### src/rtl/sprite_pkg.sv
// sprite_pkg: shared colour type, flash colour and default palette-0 contents
// for the sprite palette bank.
package sprite_pkg;

  typedef struct packed {
    logic [3:0] r;
    logic [3:0] g;
    logic [3:0] b;
  } rgb12_t;

  localparam rgb12_t FLASH_COLOUR    = 12'hFFF;
  localparam int     DEFAULT_PAL_LEN = 8;

  // Palette 0 comes out of reset holding the classic sprite colours.
  localparam rgb12_t DEFAULT_PAL0 [DEFAULT_PAL_LEN] = '{
    12'h000, 12'h0E1, 12'hDA9, 12'h766,
    12'h421, 12'hB21, 12'h080, 12'hEEE
  };

  // Reset value of one palette entry: palette 0 gets the defaults, all else black.
  function automatic rgb12_t reset_entry(input int pal, input int idx);
    rgb12_t v;
    v = 12'h000;
    if ((pal == 0) && (idx < DEFAULT_PAL_LEN)) begin
      v = DEFAULT_PAL0[idx];
    end else begin
      v = 12'h000;
    end
    return v;
  endfunction

endpackage

### src/rtl/sprite_palette_bank_flash_timer.sv
// flash_timer: one per-palette hit-flash frame counter. A trigger (re)loads
// FLASH_FRAMES; each frame_start counts down to zero. A trigger in the same
// cycle as frame_start wins.
module flash_timer #(
  parameter int FLASH_FRAMES = 8
) (
  input  logic       i_clk,
  input  logic       i_rst_n,
  input  logic       i_frame_start,
  input  logic       i_trig,
  output logic [7:0] o_cnt,
  output logic       o_active
);

  localparam logic [7:0] LOAD_VAL = 8'(FLASH_FRAMES);

  logic [7:0] r_cnt;
  logic       r_active;
  logic [7:0] w_cnt_nxt;

  // Next count: load on trigger, otherwise decrement once per frame until zero.
  always_comb begin
    w_cnt_nxt = r_cnt;
    if (i_trig) begin
      w_cnt_nxt = LOAD_VAL;
    end else if (i_frame_start && (r_cnt != 8'd0)) begin
      w_cnt_nxt = r_cnt - 8'd1;
    end else begin
      w_cnt_nxt = r_cnt;
    end
  end

  // Counter and registered active flag.
  always_ff @(posedge i_clk or negedge i_rst_n) begin
    if (!i_rst_n) begin
      r_cnt    <= 8'd0;
      r_active <= 1'b0;
    end else begin
      r_cnt    <= w_cnt_nxt;
      r_active <= (w_cnt_nxt != 8'd0);
    end
  end

  assign o_cnt    = r_cnt;
  assign o_active = r_active;

endmodule

### src/rtl/sprite_palette_bank.sv
// sprite_palette_bank: multi-palette, blank-time writable sprite colour lookup
// with a 2-stage read pipeline. The per-palette hit-flash effect is built only
// when SPRITE_PALETTE_FLASH_EN is defined; otherwise colours pass unmodified.
module sprite_palette_bank
  import sprite_pkg::*;
#(
  parameter  int IDX_W        = 3,
  parameter  int NUM_PAL      = 4,
  parameter  int FLASH_FRAMES = 8,
  localparam int PAL_W        = $clog2(NUM_PAL)
) (
  input  logic               Clk,
  input  logic               Reset_n,
  input  logic               frame_start,
  input  logic               blank,
  input  logic               rd_valid,
  input  logic [PAL_W-1:0]   pal_sel,
  input  logic [IDX_W-1:0]   index,
  output logic               out_valid,
  output logic [3:0]         red,
  output logic [3:0]         green,
  output logic [3:0]         blue,
  output logic               transparent,
  input  logic               wr_en,
  input  logic [PAL_W-1:0]   wr_pal,
  input  logic [IDX_W-1:0]   wr_idx,
  input  logic [11:0]        wr_rgb,
  output logic               wr_ready,
  input  logic [NUM_PAL-1:0] flash_trig,
  output logic [NUM_PAL-1:0] flash_active
);

  localparam int             ENTRIES    = 1 << IDX_W;
  localparam logic [PAL_W:0] LP_NUM_PAL = (PAL_W + 1)'(NUM_PAL);

  rgb12_t            r_mem [NUM_PAL][ENTRIES];
  logic              w_wr_fire;
  logic              w_rd_in_range;
  rgb12_t            w_rd_word;

  logic              r_s1_valid;
  logic [PAL_W-1:0]  r_s1_pal;
  logic [IDX_W-1:0]  r_s1_idx;
  rgb12_t            r_s1_rgb;
  logic              r_s1_in_range;

  logic              w_flash_on;
  logic              w_s2_transp;
  rgb12_t            w_s2_rgb;

  // Writes are only accepted during blanking, so the pixel path never sees a torn update.
  assign wr_ready      = blank;
  assign w_wr_fire     = wr_en & blank & ({1'b0, wr_pal} < LP_NUM_PAL);
  assign w_rd_in_range = ({1'b0, pal_sel} < LP_NUM_PAL);

  // Palette register file: defaults on reset, one entry written per accepted write.
  always_ff @(posedge Clk or negedge Reset_n) begin
    if (!Reset_n) begin
      for (int p = 0; p < NUM_PAL; p++) begin
        for (int i = 0; i < ENTRIES; i++) begin
          r_mem[p][i] <= reset_entry(p, i);
        end
      end
    end else begin
      if (w_wr_fire) begin
        r_mem[wr_pal][wr_idx] <= wr_rgb;
      end
    end
  end

  // Addressed word; a palette number beyond NUM_PAL reads as black.
  always_comb begin
    w_rd_word = 12'h000;
    if (w_rd_in_range) begin
      w_rd_word = r_mem[pal_sel][index];
    end else begin
      w_rd_word = 12'h000;
    end
  end

  // Stage 1: capture the request and the pre-write contents of the entry.
  always_ff @(posedge Clk or negedge Reset_n) begin
    if (!Reset_n) begin
      r_s1_valid    <= 1'b0;
      r_s1_pal      <= {PAL_W{1'b0}};
      r_s1_idx      <= {IDX_W{1'b0}};
      r_s1_rgb      <= 12'h000;
      r_s1_in_range <= 1'b0;
    end else begin
      r_s1_valid    <= rd_valid;
      r_s1_pal      <= pal_sel;
      r_s1_idx      <= index;
      r_s1_rgb      <= w_rd_word;
      r_s1_in_range <= w_rd_in_range;
    end
  end

`ifdef SPRITE_PALETTE_FLASH_EN
  logic [7:0]         w_cnt [NUM_PAL];
  logic [NUM_PAL-1:0] w_active;

  for (genvar g = 0; g < NUM_PAL; g++) begin : g_flash
    flash_timer #(
      .FLASH_FRAMES (FLASH_FRAMES)
    ) u_flash_timer (
      .i_clk         (Clk),
      .i_rst_n       (Reset_n),
      .i_frame_start (frame_start),
      .i_trig        (flash_trig[g]),
      .o_cnt         (w_cnt[g]),
      .o_active      (w_active[g])
    );
  end

  assign flash_active = w_active;

  // Flash is on while the result's palette counter is nonzero and odd.
  always_comb begin
    w_flash_on = 1'b0;
    if (r_s1_in_range) begin
      w_flash_on = (w_cnt[r_s1_pal] != 8'd0) && w_cnt[r_s1_pal][0];
    end else begin
      w_flash_on = 1'b0;
    end
  end
`else
  logic w_unused_flash;
  assign w_unused_flash = ^{frame_start, flash_trig, r_s1_pal};
  assign flash_active   = {NUM_PAL{1'b0}};
  assign w_flash_on     = 1'b0;
`endif

  // Stage 2 colour: transparent pixels never flash.
  always_comb begin
    w_s2_transp = (!r_s1_in_range) || (r_s1_idx == {IDX_W{1'b0}});
    if (w_flash_on && !w_s2_transp) begin
      w_s2_rgb = FLASH_COLOUR;
    end else begin
      w_s2_rgb = r_s1_rgb;
    end
  end

  // Stage 2: registered outputs.
  always_ff @(posedge Clk or negedge Reset_n) begin
    if (!Reset_n) begin
      out_valid   <= 1'b0;
      red         <= 4'h0;
      green       <= 4'h0;
      blue        <= 4'h0;
      transparent <= 1'b0;
    end else begin
      out_valid   <= r_s1_valid;
      red         <= w_s2_rgb.r;
      green       <= w_s2_rgb.g;
      blue        <= w_s2_rgb.b;
      transparent <= w_s2_transp;
    end
  end

endmodule

### config.mk
export PLATFORM = sky130hd
export DESIGN_NAME = sprite_palette_bank
export DESIGN_NICKNAME = d
export VERILOG_FILES = /design/src/rtl/sprite_pkg.sv /design/src/rtl/sprite_palette_bank_flash_timer.sv /design/src/rtl/sprite_palette_bank.sv
export SDC_FILE = /design/constraint.sdc
export NUM_CORES = 1
export LEC_CHECK = 0
export ABC_AREA = 1
export CAP_MARGIN = 20
export CORE_MARGIN = 1
export CORE_UTILIZATION = 54
export DETAILED_ROUTE_END_ITERATION = 10
export PLACE_DENSITY = 0.71
export SYNTH_ARGS = -nofsm -noshare
export SYNTH_HDL_FRONTEND = slang
export SYNTH_SLANG_ARGS = --single-unit
### constraint.sdc
create_clock -name Clk -period 1.7 [get_ports Clk]
set_clock_uncertainty 0.2 [all_clocks]
set_input_delay 0.34 -clock Clk [delete_from_list [all_inputs] [get_ports Clk]]
set_output_delay 0.34 -clock Clk [all_outputs]
set_load 0.01 [all_outputs]
* Word level (Yosys, flattened, before mapping)
Index checks and enable logic that the tools add are counted.
** Cells by class
- $lt $le $gt $ge :: 6
- Multiplexer cells :: 11
- Bitwise logic cells :: 5
- Reduce and logical (&&, ||, !) cells :: 5
** Operators with widths (count)
- 384-bit bitwise mux :: 1
- 96-bit 2-to-1 mux :: 3
- 96-bit binary-select mux with 2-bit select :: 1
- 96-bit demux with 2-bit select :: 1
- 12-bit binary-select mux with 3-bit select :: 1
- 12-bit demux with 3-bit select :: 1
- 12-bit 2-to-1 mux :: 3
- 4-bit greater-or-equal comparator, second input constant :: 2
- 3-bit inverter with 4-bit output :: 2
- 3-bit greater-or-equal comparator, second input constant :: 2
- 2-bit inverter with 3-bit output :: 2
- 4-bit by 1-bit < comparator with 1-bit output, second input constant :: 1
- 3-bit logical NOT :: 1
- 3-bit by 1-bit < comparator with 1-bit output, second input constant :: 1
- 1-bit logical AND :: 2
- 1-bit bitwise AND :: 1
- 1-bit logical NOT :: 1
- 1-bit logical OR :: 1
** Storage, ports and cells
- Flip-flop bits (word level) :: 415
- Input port bits :: 32
- Output and inout port bits :: 19
- Logic and storage cells :: 134

* Longest topological paths before layout
Gate-level depths: netlist of the first run.
- Word-level depth :: 8
- Gate-level depth with buffers :: 11

* Least setup slack after synthesis of the first run
Ideal clock, no wire load.
- Path kind :: input to register
- Start point :: input port pal_sel[1]
- End point :: register r_s1_rgb[1] in the netlist's numbering
- Library setup time :: 0.117 ns
- Arrival :: 1.326 ns
- Slack :: 0.056 ns
- Stages on the path :: 10
- Path buffers :: 3
- Cells stage by stage :: buf_2 -> buf_2 -> clkbuf_1 -> nand3_1 -> nand3_1 -> nand2_1 -> nand2_1 -> nand2_1 -> nand2_1 -> nand2_1
** RTL lines
- from (decl) :: line sprite_palette_bank.sv:17 : input logic [PAL_W-1:0] pal_sel,
- to (signal assigned) :: line sprite_palette_bank.sv:93 : r_s1_rgb <= w_rd_word;
- to (decl) :: line sprite_palette_bank.sv:44 : rgb12_t r_s1_rgb;

* Final worst setup path of the first run
- Start point :: register green[3]
- End point :: output port green[3]
** RTL lines
- from (decl) :: line sprite_palette_bank.sv:21 : output logic [3:0] green,
- from (signal assigned) :: line sprite_palette_bank.sv:154 : green <= w_s2_rgb.g;
No word-level cell between the ends.

==> results of run 1 <==
placed cells by master (no fill, tap or decap), types with 2 or more instances in the layout:
cell,netlist,final
nor3_1,8,7
clkdlybuf4s50_1,0,19
clkbuf_8,0,12
conb_1,2,5
o21ai_0,374,370
nand2_1,957,956
o21ai_1,10,14
nor3_2,4,5
bufinv_16,0,6
inv_6,0,3
dlygate4sd3_1,0,2
nand3_1,288,288
clkbuf_1,143,10
dfstp_2,36,36
clkbuf_16,0,45
inv_1,21,20
dlymetal6s2s_1,0,2
dfrtp_1,379,379
buf_12,0,74
buf_4,5,74
clkinv_2,0,3
clkbuf_2,0,13
what timing repair did:
action	CTS	global route
endpoints found under the hold margin	384	0
setup endpoints to repair	15	36
pin swaps	0	0
hold buffers	2	0
resized for setup	32	21
layer usage:
metal	vias up	GRT usage (%)
met3	76	3.913
met1	7654	43.62
met2	616	46.34
met4	0	10.20
met5	-	0
li1	7457	-
cell type report:
class	instances	area, µm²	share of cell area [%]
clock buffer	67	1329	6.015
clock inverter	11	215.2	0.9742
inverter	22	88.84	0.4021
multi-input combinational	1647	7069	32.00
sequential	415	10430	47.21
tap	448	560.5	2.537
timing repair buffer	190	2399	10.86
cell families (layout without fill, tap and decap cells):
| logic type | count (synthesis) | after routing | share of synthesized area (%) |
|---|---|---|---|
| AO/OA/AOI/OAI | 385 | 385 | 10.54 |
| AND/OR/NAND/NOR | 1257 | 1257 | 27.94 |
| other | 2 | 5 | 0.04104 |
| flip-flops | 415 | 415 | 56.99 |
| buffers and inverters | 207 | 290 | 4.478 |
metrics by stage:
stage                     TNS (ns)  setup WS, ns  total power [mW]
after global placement     -157.14       -0.4578             15.10
after floorplan                  0       0.05637             13.82
after CTS                        0      0.006497             25.38
after detailed placement   -167.49       -0.4827             15.27
after global routing             0      0.005138             26.40
final                            0       0.04253             25.27
state kept, by name (all words and copies together), names as in the netlist:
signal and flops:
r_s1_valid 1, r_mem 384, blue 4, r_s1_in_range 1, red 4, green 4
out_valid 1, r_s1_idx 3, r_s1_rgb 12, transparent 1
worst max-delay path by stage:
stage,startpoint,end,slack [ns],depth (start not counted)
detailed placement,blank,r_mem[101],-0.48,8
global placement,blank,r_mem[105],-0.46,8
floorplan,pal_sel[1],r_s1_rgb[1],0.06,10
finish,green[3],green[3],0.04,1
global route,green[3],green[3],0.005,1
CTS,out_valid,out_valid,0.006,1
power by group through the flow:
stage / combinational, mW / sequential, mW / clock (mW)
6_report: 3.25 / 11.9 / 10.1
2_1_floorplan: 1.94 / 11.9 / 0
4_1_cts: 3.27 / 11.9 / 10.2
3_3_place_gp: 3.13 / 12.0 / 0
5_1_grt: 3.71 / 12.0 / 10.7
3_5_place_dp: 3.24 / 12.0 / 0
==> flow_summary.ini, run 1 <==
[route]
drt_iter0_markers = 1479
highest_layer = met4
avgViaCountPerCell = 5.644
vias = 15800
met2_length_mm = 22.88
drt-total-wl_mm = 50.24
drt-met1-wl_mm = 22.45
drc = 0
wl_met3_mm = 3.528
ant_nets = 0
wl_per_cell_um = 17.94
firstDrtPassIters = 7

[die]
core_um2 = 33450
pin_count = 51
initial_core_util_pct = 54.71
die_area_um2 = 34630
die_h_um = 186.1
die-width_um = 186.1
rows = 67

[global_routing]
grtUsageTotal_pct = 29.99
gr-total-overflow = 0
antenna_found_initial = 0
grt_pass1_vias = 14840
grt_max_degree = 71
grt_pass1_wl_mm = 80.10

[clocking]
cts_made_buffers = 44
clk_pin_slew_ns = 0.06
cts_setup_buffers = 0
clkLatencyLatePin_ns = 0.55
cts_tree = yes
root_buffer = clkbuf_16
cts.sinks = 415
htreeDepth = 2
cts.path.max_buffers = 3

[run_status]
outcome = completed

[yosys]
ys_seq_area_share_pct = 56.99
synth-main-ff-cell = dfrtp_1
syn_area_um2 = 18300
syn_inst = 2266
synth_commonest_cells = nand2_1, dfrtp_1, o21ai_0
synth_seq_cells = 415
async_flop_share_pct = 100.0
synth_area_per_cell_um2 = 8.076
yosysUniqueCellTypes = 16
synth.area.top_cells = dfrtp_1, nand2_1, o21ai_0
ys_warn_count = 0
synth.most_common_cell = nand2_1
synth_top_area_share_pct = 51.83
yosys.area.top_type = dfrtp_1
synth_edf_count = 0

[critical_path]
cp-end-kind = primary output
rrSetupSlack_ns = 0.11
crit_required_ns = 1.16
r2r-start = r_mem[295]
critPathTopFamily = flip-flops
worstPathArrival_ns = 1.12
cp_cell_sequence = clkdlybuf4s15_1
crit_path_start_kind = flop
reg2reg_depth = 8
critPathMaxFanout = 1
worst-path-buf-inv = 1
crit_slowest_cell = dfrtp_1
rr_endpoint = r_s1_rgb[7]
critPathMaxStageDelay_ns = 0.35
crit_type = reg2out

[timing]
hold_violations = 0
fmax_mhz = 603.3
setup_viol = 0
min_period_ns = 1.657
slew_violations = 0
holdWs_ns = 0.02761
grt_setup_unrepaired = no
period_share_pct = 97.50

[pwr]
irDropWorstVdd_mv = 0.6915
pwr-share-comb_pct = 12.9
powerDensity_nw_per_um2 = 1144
switchingPower_mw = 6.457
leakagePower_nw = 10.41
clkPwrFrac_pct = 40.0
p_seq_share_pct = 47.1
sw_frac_of_total_pct = 25.55
intPower_mw = 18.82

[cells_and_area]
finalNonFillerCells = 2800
fillers = 2600
final_util_pct = 66.05
finalNetCount = 2352
diodes = 0
final_cell_area_um2 = 22090
layout-drive-gt1-share_pct = 11.78
area_delta_synth_final_pct = 20.72

[worst_hold_path]
hold_end = r_s1_valid
hp-class = in2reg
hp-start = rd_valid
min_path_cells = 1

[placed_design]
dp_hpwl_mm = 31.16
post_dp_cell_area_um2 = 20580
dp.cells = 2720
port_buffers = 41
gp_congestion = 0.8887

[flow_run]
drv_cap = 0
(Power assumes the default switching activity.)
==> inputs of run 2 (changes only) <==
--- a/config.mk
+++ b/config.mk
@@ -10,6 +10,7 @@
 export CORE_MARGIN = 1
 export CORE_UTILIZATION = 54
 export DETAILED_ROUTE_END_ITERATION = 10
+export MAX_ROUTING_LAYER = met4
 export PLACE_DENSITY = 0.71
 export SYNTH_ARGS = -nofsm -noshare
 export SYNTH_HDL_FRONTEND = slang
==> run 2 against run 1 <==
Cell area unchanged; non-clock buffer count unchanged; via count decreased by 0.15%; count of clock-buffer cells in the layout unchanged; critical path type unchanged.
==> flow_summary.ini, run 2 (same netlist as run 1, synthesis figures left out) <==
[die]
die_area_um2 = 34630
rows = 67
pin_count = 51
die-width_um = 186.1
die_h_um = 186.1
initial_core_util_pct = 54.71
core_um2 = 33450

[critical_path]
critPathTopFamily = flip-flops
worst-path-buf-inv = 1
crit_path_start_kind = flop
cp_cell_sequence = clkdlybuf4s15_1
critPathMaxStageDelay_ns = 0.35
cp-end-kind = primary output
crit_type = reg2out
critPathMaxFanout = 1
crit_slowest_cell = dfrtp_1
crit_required_ns = 1.16
worstPathArrival_ns = 1.12

[clocking]
clk_pin_slew_ns = 0.06
cts_tree = yes
clkLatencyLatePin_ns = 0.55
cts.sinks = 415
cts_made_buffers = 44
cts_setup_buffers = 0
htreeDepth = 2
root_buffer = clkbuf_16
cts.path.max_buffers = 3

[pwr]
leakagePower_nw = 10.41
sw_frac_of_total_pct = 25.51
powerDensity_nw_per_um2 = 1143
irDropWorstVdd_mv = 0.6959
switchingPower_mw = 6.443
p_seq_share_pct = 47.1
clkPwrFrac_pct = 40.0
intPower_mw = 18.82
pwr-share-comb_pct = 12.9
power_mw = 25.26

[cells_and_area]
seq_area_um2 = 10430
area_delta_synth_final_pct = 20.72
final_cell_mix = nand2_1, dfrtp_1, o21ai_0
final_util_pct = 66.05
final_cell_area_um2 = 22090
diodes = 0
reg.largest.list = r_mem x384, r_s1_rgb x12
largest_reg_flops = 384
fillers = 2600
final_common_cell = nand2_1
finalNonFillerCells = 2800
layout-drive-gt1-share_pct = 11.78
finalNetCount = 2352
multiInputGateArea_um2 = 7069
largest-register = r_mem

[worst_hold_path]
hp-class = in2reg

[route]
firstDrtPassIters = 6
drt-met1-wl_mm = 22.13
highest_layer = met4
wl_per_cell_um = 17.91
drt-total-wl_mm = 50.14
met2_length_mm = 22.82
ant_nets = 0
vias = 15780
drc = 0
avgViaCountPerCell = 5.635
drt_iter0_markers = 1521
wl_met3_mm = 3.770

[global_routing]
grt_pass1_vias = 14830
antenna_found_initial = 0
grt_pass1_wl_mm = 80.13
grt_max_degree = 71
grtUsageTotal_pct = 30.90
gr-total-overflow = 0

[run_status]
outcome = completed

[timing]
fin_tns_setup_ns = 0
holdWs_ns = 0.02877
setup_ws_ns = 0.04053
fmax_mhz = 602.6
setup_viol = 0
hold_violations = 0
slew_violations = 0
min_period_ns = 1.659
period_share_pct = 97.62
grt_setup_unrepaired = no

[flow_run]
drv_cap = 0

[placed_design]
gp_congestion = 0.9036
place_ws_ns = -0.4827
dp_hpwl_mm = 31.16
post_dp_cell_area_um2 = 20580
port_buffers = 41
dp.cells = 2720
run 2: cell counts in the layout (fill, tap and decap cells not counted):
Identical to the previous run, type by type.
run 2: timing repair:
action / 4_1_cts / 5_1_grt
hold buffers: 2 / 0
hold endpoints to repair: 384 / 0
pin swaps: 0 / 0
gates resized for setup: 32 / 21
endpoints found under the setup margin: 15 / 36
run 2: power by group through the flow:
stage	sequential (mW)	clock, mW	combinational [mW]
after global placement	12.0	0	3.13
after detailed placement	12.0	0	3.24
final	11.9	10.1	3.25
after CTS	11.9	10.2	3.27
after floorplan	11.9	0	1.94
after global routing	12.0	10.7	3.71
run 2: cell type report:
type | count | share of cell area, %
Clock inverter | 11 | 0.9742
Clock buffer | 67 | 6.015
Inverter | 22 | 0.4021
Tap cell | 448 | 2.537
Multi-Input combinational cell | 1647 | 32.00
Sequential cell | 415 | 47.21
Timing Repair Buffer | 190 | 10.86
run 2: final timing paths:
kind                       cells after the start     endpoint         from  slack [ns]
hold / removal                                 1   r_s1_valid     rd_valid        0.03
setup reg to reg                               8  r_s1_rgb[7]   r_mem[295]        0.11
max in group asynchronous                      4   r_mem[341]      Reset_n        0.51
setup / recovery                               1     green[3]     green[3]        0.04
hold reg to reg                                0     green[3]  r_s1_rgb[7]        0.15
min in group asynchronous                      2   r_mem[231]      Reset_n        0.04
run 2: routing by layer:
metal	vias up	global-route usage, %
li1	7458	-
met1	7607	43.62
met2	628	46.37
met3	86	3.991
met4	0	10.13
met5	-	-
